**src/rtl/inst_queue_if.sv**
```systemverilog
// inst_queue_if: fetch/ID1 side bundle of the instruction queue.
//   master: fetch + ID1 side (drives flush, push slots, pop requests)
//   slave : the queue (drives full/empty/count and the show-ahead head fields)
//   flush            : discard all entries
//   w_ena1/w_ena2    : push slot enables (slot 2 only with slot 1)
//   w_pc*/w_inst*    : pushed PCs / instruction words
//   w_exc*           : {i_invalid_tlbl, i_refill_tlbl, inst_adel}
//   full/empty/count : occupancy status
//   r_ena1/r_ena2    : pop requests (pop 2 only with r_ena1)
//   r_valid*/r_pc*/r_inst*/r_exc* : head and head+1 entries, zero when invalid
interface inst_queue_if #(
  parameter int PTR_W = 3
);
  logic             flush;
  logic             w_ena1;
  logic             w_ena2;
  logic [31:0]      w_pc1;
  logic [31:0]      w_pc2;
  logic [31:0]      w_inst1;
  logic [31:0]      w_inst2;
  logic [2:0]       w_exc1;
  logic [2:0]       w_exc2;
  logic             full;
  logic             empty;
  logic             r_ena1;
  logic             r_ena2;
  logic             r_valid1;
  logic             r_valid2;
  logic [31:0]      r_pc1;
  logic [31:0]      r_pc2;
  logic [31:0]      r_inst1;
  logic [31:0]      r_inst2;
  logic [2:0]       r_exc1;
  logic [2:0]       r_exc2;
  logic [PTR_W:0]   count;

  modport master (
    output flush, w_ena1, w_ena2, w_pc1, w_pc2, w_inst1, w_inst2, w_exc1, w_exc2,
    output r_ena1, r_ena2,
    input  full, empty, r_valid1, r_valid2, r_pc1, r_pc2, r_inst1, r_inst2,
    input  r_exc1, r_exc2, count
  );

  modport slave (
    input  flush, w_ena1, w_ena2, w_pc1, w_pc2, w_inst1, w_inst2, w_exc1, w_exc2,
    input  r_ena1, r_ena2,
    output full, empty, r_valid1, r_valid2, r_pc1, r_pc2, r_inst1, r_inst2,
    output r_exc1, r_exc2, count
  );
endinterface

```
**src/rtl/inst_queue.sv**
```systemverilog
// inst_queue: dual-ported circular instruction queue between fetch and ID1.
// Fetch pushes up to two entries per cycle, ID1 pops up to two per cycle from
// a show-ahead head. flush empties the queue in one cycle.
//   clk : clock, rising edge
//   rst : synchronous active-high reset (pointers and count only)
//   q   : inst_queue_if slave modport (push, pop, status, head fields)
module inst_queue #(
  parameter int DEPTH = 8,
  parameter int PTR_W = 3
) (
  input  logic          clk,
  input  logic          rst,
  inst_queue_if.slave   q
);

  localparam int ENTRY_W = 67;
  // full one entry early so a 2-wide fetch never lands half in the queue
  localparam logic [PTR_W:0] FULL_ABOVE = (PTR_W+1)'(DEPTH - 2);

  logic [ENTRY_W-1:0] mem_r [DEPTH];
  logic [PTR_W-1:0]   wp_r;
  logic [PTR_W-1:0]   rp_r;
  logic [PTR_W:0]     count_r;

  logic [PTR_W-1:0]   wp_nx_s;
  logic [PTR_W-1:0]   rp_nx_s;
  logic               full_s;
  logic               valid1_s;
  logic               valid2_s;
  logic [1:0]         n_w_s;
  logic [1:0]         n_r_s;
  logic [ENTRY_W-1:0] head1_s;
  logic [ENTRY_W-1:0] head2_s;

  assign wp_nx_s  = wp_r + PTR_W'(1);
  assign rp_nx_s  = rp_r + PTR_W'(1);
  assign full_s   = (count_r > FULL_ABOVE);
  assign valid1_s = (count_r != (PTR_W+1)'(0));
  assign valid2_s = (count_r > (PTR_W+1)'(1));
  assign head1_s  = mem_r[rp_r];
  assign head2_s  = mem_r[rp_nx_s];

  // Effective push/pop widths; flush blocks both, full blocks any push.
  always_comb begin
    n_w_s = 2'd0;
    n_r_s = 2'd0;
    if (q.flush) begin
      n_w_s = 2'd0;
      n_r_s = 2'd0;
    end else begin
      if (q.w_ena1 && !full_s) begin
        n_w_s = q.w_ena2 ? 2'd2 : 2'd1;
      end else begin
        n_w_s = 2'd0;
      end
      if (q.r_ena1 && q.r_ena2 && valid2_s) begin
        n_r_s = 2'd2;
      end else if (q.r_ena1 && valid1_s) begin
        n_r_s = 2'd1;
      end else begin
        n_r_s = 2'd0;
      end
    end
  end

  // Pointer and occupancy registers: rst beats flush beats traffic.
  always_ff @(posedge clk) begin
    if (rst || q.flush) begin
      wp_r    <= {PTR_W{1'b0}};
      rp_r    <= {PTR_W{1'b0}};
      count_r <= {(PTR_W+1){1'b0}};
    end else begin
      wp_r    <= wp_r + PTR_W'(n_w_s);
      rp_r    <= rp_r + PTR_W'(n_r_s);
      count_r <= count_r + (PTR_W+1)'(n_w_s) - (PTR_W+1)'(n_r_s);
    end
  end

  // Entry storage, deliberately not reset; slot 2 lands at wp+1 (wraps).
  always_ff @(posedge clk) begin
    if (!rst) begin
      if (n_w_s != 2'd0) begin
        mem_r[wp_r] <= {q.w_pc1, q.w_inst1, q.w_exc1};
      end
      if (n_w_s == 2'd2) begin
        mem_r[wp_nx_s] <= {q.w_pc2, q.w_inst2, q.w_exc2};
      end
    end
  end

  // Show-ahead head outputs, zeroed whenever the slot is not valid.
  always_comb begin
    q.r_pc1   = 32'd0;
    q.r_inst1 = 32'd0;
    q.r_exc1  = 3'd0;
    q.r_pc2   = 32'd0;
    q.r_inst2 = 32'd0;
    q.r_exc2  = 3'd0;
    if (valid1_s) begin
      {q.r_pc1, q.r_inst1, q.r_exc1} = head1_s;
    end else begin
      {q.r_pc1, q.r_inst1, q.r_exc1} = {ENTRY_W{1'b0}};
    end
    if (valid2_s) begin
      {q.r_pc2, q.r_inst2, q.r_exc2} = head2_s;
    end else begin
      {q.r_pc2, q.r_inst2, q.r_exc2} = {ENTRY_W{1'b0}};
    end
  end

  assign q.full     = full_s;
  assign q.empty    = !valid1_s;
  assign q.r_valid1 = valid1_s;
  assign q.r_valid2 = valid2_s;
  assign q.count    = count_r;

endmodule

```
**src/flat_wrapper.sv**
```systemverilog
// flat-port wrapper written by rule: the top's interface ports become plain ports
module inst_queue_flat 
#(
  parameter int DEPTH = 8,
  parameter int PTR_W = 3
)
  (clk, rst, q_flush, q_w_ena1, q_w_ena2, q_w_pc1, q_w_pc2, q_w_inst1, q_w_inst2, q_w_exc1, q_w_exc2, q_r_ena1, q_r_ena2, q_full, q_empty, q_r_valid1, q_r_valid2, q_r_pc1, q_r_pc2, q_r_inst1, q_r_inst2, q_r_exc1, q_r_exc2, q_count);
  inst_queue_if #(.PTR_W(PTR_W)) q_i ();
  input  logic clk;
  input  logic rst;
  input wire logic [$bits(q_i.flush)-1:0] q_flush;
  input wire logic [$bits(q_i.w_ena1)-1:0] q_w_ena1;
  input wire logic [$bits(q_i.w_ena2)-1:0] q_w_ena2;
  input wire logic [$bits(q_i.w_pc1)-1:0] q_w_pc1;
  input wire logic [$bits(q_i.w_pc2)-1:0] q_w_pc2;
  input wire logic [$bits(q_i.w_inst1)-1:0] q_w_inst1;
  input wire logic [$bits(q_i.w_inst2)-1:0] q_w_inst2;
  input wire logic [$bits(q_i.w_exc1)-1:0] q_w_exc1;
  input wire logic [$bits(q_i.w_exc2)-1:0] q_w_exc2;
  input wire logic [$bits(q_i.r_ena1)-1:0] q_r_ena1;
  input wire logic [$bits(q_i.r_ena2)-1:0] q_r_ena2;
  output wire logic [$bits(q_i.full)-1:0] q_full;
  output wire logic [$bits(q_i.empty)-1:0] q_empty;
  output wire logic [$bits(q_i.r_valid1)-1:0] q_r_valid1;
  output wire logic [$bits(q_i.r_valid2)-1:0] q_r_valid2;
  output wire logic [$bits(q_i.r_pc1)-1:0] q_r_pc1;
  output wire logic [$bits(q_i.r_pc2)-1:0] q_r_pc2;
  output wire logic [$bits(q_i.r_inst1)-1:0] q_r_inst1;
  output wire logic [$bits(q_i.r_inst2)-1:0] q_r_inst2;
  output wire logic [$bits(q_i.r_exc1)-1:0] q_r_exc1;
  output wire logic [$bits(q_i.r_exc2)-1:0] q_r_exc2;
  output wire logic [$bits(q_i.count)-1:0] q_count;
  assign q_i.flush = q_flush;
  assign q_i.w_ena1 = q_w_ena1;
  assign q_i.w_ena2 = q_w_ena2;
  assign q_i.w_pc1 = q_w_pc1;
  assign q_i.w_pc2 = q_w_pc2;
  assign q_i.w_inst1 = q_w_inst1;
  assign q_i.w_inst2 = q_w_inst2;
  assign q_i.w_exc1 = q_w_exc1;
  assign q_i.w_exc2 = q_w_exc2;
  assign q_i.r_ena1 = q_r_ena1;
  assign q_i.r_ena2 = q_r_ena2;
  assign q_full = q_i.full;
  assign q_empty = q_i.empty;
  assign q_r_valid1 = q_i.r_valid1;
  assign q_r_valid2 = q_i.r_valid2;
  assign q_r_pc1 = q_i.r_pc1;
  assign q_r_pc2 = q_i.r_pc2;
  assign q_r_inst1 = q_i.r_inst1;
  assign q_r_inst2 = q_i.r_inst2;
  assign q_r_exc1 = q_i.r_exc1;
  assign q_r_exc2 = q_i.r_exc2;
  assign q_count = q_i.count;
  inst_queue #(.DEPTH(DEPTH), .PTR_W(PTR_W)) u_core (.clk(clk), .rst(rst), .q(q_i));
endmodule
```
**config.mk**
```make
export PLATFORM = sky130hd
export DESIGN_NAME = inst_queue_flat
export DESIGN_NICKNAME = d
export VERILOG_FILES = /design/src/rtl/inst_queue_if.sv /design/src/rtl/inst_queue.sv /design/src/flat_wrapper.sv
export SDC_FILE = /design/constraint.sdc
export NUM_CORES = 1
export LEC_CHECK = 0
export BUFFER_PORTS_ARGS = -buffer_cell sky130_fd_sc_hd__buf_2
export CORE_MARGIN = 5
export CORE_UTILIZATION = 51
export CTS_BUF_LIST = sky130_fd_sc_hd__clkbuf_2 sky130_fd_sc_hd__clkbuf_4 sky130_fd_sc_hd__clkbuf_8
export DETAILED_ROUTE_END_ITERATION = 16
export PLACE_DENSITY = 0.7
export SLEW_MARGIN = 10
export SYNTH_ARGS = -nofsm -noshare
export SYNTH_HDL_FRONTEND = slang
export SYNTH_SLANG_ARGS = --single-unit
export TNS_END_PERCENT = 1
```
**constraint.sdc**
```tcl
create_clock -name clk -period 6 [get_ports clk]
set_input_delay 0.3 -clock clk [delete_from_list [all_inputs] [get_ports clk]]
set_output_delay 0.3 -clock clk [all_outputs]
set_load 0.1 [all_outputs]
```
======== After elaboration in Yosys (flattened, before gate mapping) ========
Memories as Yosys holds them, arrays and structs flattened. A register that Yosys moved wholly into a read port is not among the register bits.
Index checks and enable logic that the tools add are counted.
cells by class
  add/subtract/negate cells ............... 6
  magnitude comparators ................... 2
  eq/ne operators ......................... 1
  multiplexer cells ....................... 19
  reduce and logical (&&, ||, !) cells .... 9
operators by type and width
  operator             number
  $mux 32              4
  $mux 2               5
  $mux 3               3
  $mux 1               7
  $add 3x1->3 const B  2
  $add 3x2->3          2
  $add 4x2->4          1
  $gt 4x1->1 const B   1
  $gt 4x3->1 const B   1
  $logic_and 1x1->1    4
  $reduce_bool 4->1    1
  $sub 4x2->4          1
  $eq 2x2->1 const B   1
  $logic_not 1->1      2
  $reduce_bool 2->1    1
  $logic_or 1x1->1     1
storage, ports and cells
  flip-flop bits (word level) ............. 10
  RAM bits ................................ 536
  input bits .............................. 141
  logic and storage cells ................. 41
  memories ................................ 1
memory list
  name          words  width  rd ports  clocked after memory_dff  write ports  line              text
  u_core.mem_r  8      67     2         1                         2            inst_queue.sv:20  logic [ENTRY_W-1:0] mem_r [DEPTH];

======== Longest topological paths before layout ========
  depth after elaboration ................. 9
  gate-level depth with buffers ........... 13
  mapped depth without buffers ............ 13

======== Worst setup path after synthesis ========
No wires, ideal clock.
  path kind ............................... register to register
  start point ............................. register u_core.count_r[3] (netlist: u_core.q.count[3])
  end point ............................... memory u_core.mem_r[7][0], enable pin
  library setup time ...................... 514 ps
  data arrival time ....................... 5287 ps
  slack ................................... 199 ps
  cell stages (with the launch flop) ...... 7
  clock period less this slack ............ 5801 ps
  cell sequence ........................... dfxtp_1 > inv_1 > ha_1 > nand2_1 > a31oi_4 > clkbuf_1 > a21oi_1
RTL lines
  what                    line              text
  start, declared         inst_queue.sv:23  logic [PTR_W:0] count_r;
  start signal, assigned  inst_queue.sv:71  count_r <= {(PTR_W+1){1'b0}};
  start signal, assigned  inst_queue.sv:75  count_r <= count_r + (PTR_W+1)'(n_w_s) - (PTR_W+1)'(n_r_s);
  end, declared           inst_queue.sv:20

======== Final worst setup path ========
  start point ............................. register u_core.count_r[3] (netlist: u_core.q.count[3])
  end point ............................... output q_r_inst2[22]
on the way
  word-level cells in the longest chain between the ends .. 2
RTL lines
  what           line                text
  $gt 4x1->1     inst_queue.sv:39    assign valid2_s = (count_r > (PTR_W+1)'(1));
  $mux 32        inst_queue.sv:104   if (valid2_s) begin
  end, declared  flat_wrapper.sv:29  output wire logic [$bits(q_i.r_inst2)-1:0] q_r_inst2;
No other way between the ends.

==> impl_results.md <==
- Post-synth net total: 2676
- Hold Fails Final Rpt: 0
- Design Power: approximately 0.012 W
- Via count: roughly 24000
- Mapped Area: 31900 µm²
- Setup violators final: 0
- Final GP Congestion: roughly 0.8
- Most frequent cells in the layout: nand2_1 (541), edfxtp_1 (536), mux2_2 (496)
- Crit-path cells: inv_1 > ha_1 > a21oi_1 > o21ai_4 > buf_4 > a21oi_1 > or4_1 > buf_2
- Switch share: 0.425
- Vias in the first global route: ~25000
- Total CTS buffers: 96
- Worst-Margin Slew: around 1300 ps
- Int Pwr: 0.00684 W
- CP Class: register to output pin
- Top-area cell type share of the netlist area: 0.505
- CP most frequent cell: a21oi_1
- P&R area growth vs syn: 18.9%
- Netlist cell types: 45
- Syn_area_per_cell: between 10 and 15 µm²
- Outcome: finished, final reports clean
- Setup WS post-layout: about 1300 ps
- Synth top area cells: edfxtp_1 (50%), mux2_2 (18%), mux4_2 (9.5%), nand2_1 (6.4%), a21oi_1 (4.3%)
- Die Span Y: about 260 µm
- Setup repair after global routing missed its margin: false
- Final Critical Period: 4740 ps
- Pre-antenna DRT Iters: 7
- Final period utilization: 0.789
- Global routing usage on met1: 0.395
- Pre-CTS setup slack: 2080 ps
- Headroom to the max-slew limit: 0.0859
- Setup tns final: 0 ps
- Width of the die: roughly 260 µm
- # rows: 91
- Initial antenna violation count: 10
- Initial Utilization: 0.516
- CP Data Required Time: ~5700 ps
- Final WL: a little over 100000 µm
- Max clock buf depth: 3
- Postcts setup bufs: 0
- Slew Viols, Final: 0
- Slowest CP cell: o21ai_4
- M2 GR Usage: 0.469
- Clk_skew: between 20 and 25 ps
- Crit path DAT: 4440 ps
- Clock Sinks: approximately 550
- Top FF cell, synth: edfxtp_1
- I/O Pins: about 280
- Worst min path class: input port to register
- Remaining global-route overflow: 0
- Remaining DRCs: 0
- Antenna Nets Post-Route: 0
- Fmax: 0.211 GHz
- EDFF count, synth: roughly 540
- Met3 Track Usage GR: 0.0619
- Pleak: 13.5 nW
- Sequential power share: 0.361
- Worst-path fanout max: 44
- H-tree depth: 3
- Cts hold-fix bufs: approximately 200
- Post-CTS resize count: 0
- Clock latency on the worst-skew pair: approximately 700 ps
- Core area: 61800 µm²
- First-pass GRT wire length: between 150000 and 200000 µm
- Gate power share: 0.353
- Power Dens Cells: between 300 and 400 nW/µm²
- P_sw: between 0.005 and 0.006 W
- Mapped Cells: around 2500
- Detailed Place HPWL: roughly 54000 µm
- Worst stage delay on the critical path: roughly 940 ps
- Port Buffers: between 200 and 300
- Clk pin slew, worst setup/hold paths: 60 ps
- Flop2flop setup slack: ~1900 ps
- Flops & latches, synth: 546
- Startpoint types: register
- Area leader, netlist: edfxtp_1
- Seq/Total Area, Yosys: 0.511
- Fin nets: between 3000 and 4000
- Largest net degree at the start of global routing: 225
- Async set-reset flop share out of synthesis: 0
- Layout cells sized above 1: 0.372
- Max-cap violation count: 0
- GRT Max-Usage Layer: met2
- CTS Root Cell: clkbuf_8
- GR Util All Layers: 0.291
- TritonCTS clock tree: yes
- Routed length per instance: 26.2 µm
- Leading cell type in the layout, fill and taps excluded: nand2_1
- Die ar.: between 60000 and 70000 µm²
- Worst vdd ir: about 0.00038 V
- Clk network pwr share: 0.286
- Vias/cell: 6.28
- Detailed Route Iter0 Violations: around 3000
- Critical Path Sink Type: output pin
- Ys Warns: 0
==> power groups by stage <==
stage | combinational [W] | sequential [W] | clock, W
3_3_place_gp | 0.00403 | 0.00437 | 0
3_5_place_dp | 0.00407 | 0.00437 | 0
2_1_floorplan | 0.00316 | 0.00439 | 0
5_1_grt | 0.00433 | 0.00429 | 0.00362
4_1_cts | 0.00419 | 0.00429 | 0.00345
6_report | 0.00420 | 0.00429 | 0.00340
==> layer usage <==
metal  share of wire  up-vias
met3            0.11      238
met2            0.48     1524
met1            0.39    12100
met4           0.032        6
met5         0.00040        -
li1                -    10400
==> stage by stage <==
| stage | cells | cell area, µm² | utilization | hold WS (ps) |
|---|---|---|---|---|
| final | 3869 | 37900 | 0.613 | 116 |
| after global routing | 3866 | 37900 | 0.613 | 115 |
| after CTS | 3861 | 37900 | 0.613 | 50.5 |
| after detailed placement | 3490 | 34000 | 0.550 | 668 |
| after global placement | 3490 | 34000 | 0.550 | 659 |
| after floorplan | 2520 | 31900 | - | 501 |
==> cells in the mapped netlist, types with 2 or more instances <==
library cell  count
ha_1             11
xnor2_1           5
buf_4            11
nor3_1            3
nor2b_1           5
buf_6             9
o21ai_1           3
a32oi_1           4
nand3b_1          2
nor3_2            4
buf_2            89
mux4_2          134
clkbuf_1         71
xor2_1            2
a21oi_1         271
mux2i_1          67
a22oi_1           3
and2_1            8
inv_1            12
nand2_1         541
dfxtp_1          10
mux2_1           40
or4_1            67
mux2_2          496
edfxtp_1        536
fa_1              4
nand4_1           2
nor2_1           82
buf_1            12
==> worst max-delay path, delay by kind of cell (launching register included) <==
family | cells | cell delay (ps)
DFF | 1 | 320
buffers and inverters | 3 | 1350
adders and majority gates | 1 | 230
and+or+nand+nor | 1 | 560
AOI/OAI and AO/OA | 3 | 1250
==> state kept, by name (all words and copies together), names as in the netlist <==
| name | flops |
|---|---|
| u_core.q.count | 4 |
| u_core.wp_r | 3 |
| u_core.rp_r | 3 |
| u_core.mem_r | 536 |
==> cell type report <==
cell class	count	area (µm²)
tap	837	1050
antenna	8	20.0
inverter	12	45.0
timing repair buffer	526	3880
sequential	546	16300
clock buffer	132	1610
multi-input combinational	1770	14800
clock inverter	38	223
fill	4854	23900
==> cell families after synthesis <==
logic type                 synth area share
DFF                                   0.511
muxes                                 0.305
buffers and inverters                0.0309
adders and majority gates           0.00683
AOI/OAI and AO/OA                    0.0464
xor gates and xnor gates            0.00243
and+or+nand+nor                      0.0971
==> worst paths after layout <==
| kind | end | from | cells after the start |
|---|---|---|---|
| worst max-delay path | q_r_inst2[22] | u_core.q.count[3]$_SDFF_PP0_ | 8 |
| worst min-delay path | u_core.q.count[1]$_SDFF_PP0_ | rst | 3 |
| worst max register to register | u_core.mem_r[7][1]$_DFFE_PP_ | u_core.wp_r[0]$_SDFF_PP0_ | 7 |
| worst min register to register | u_core.wp_r[2]$_SDFF_PP0_ | u_core.wp_r[2]$_SDFF_PP0_ | 2 |
(Power assumes the default switching activity.)
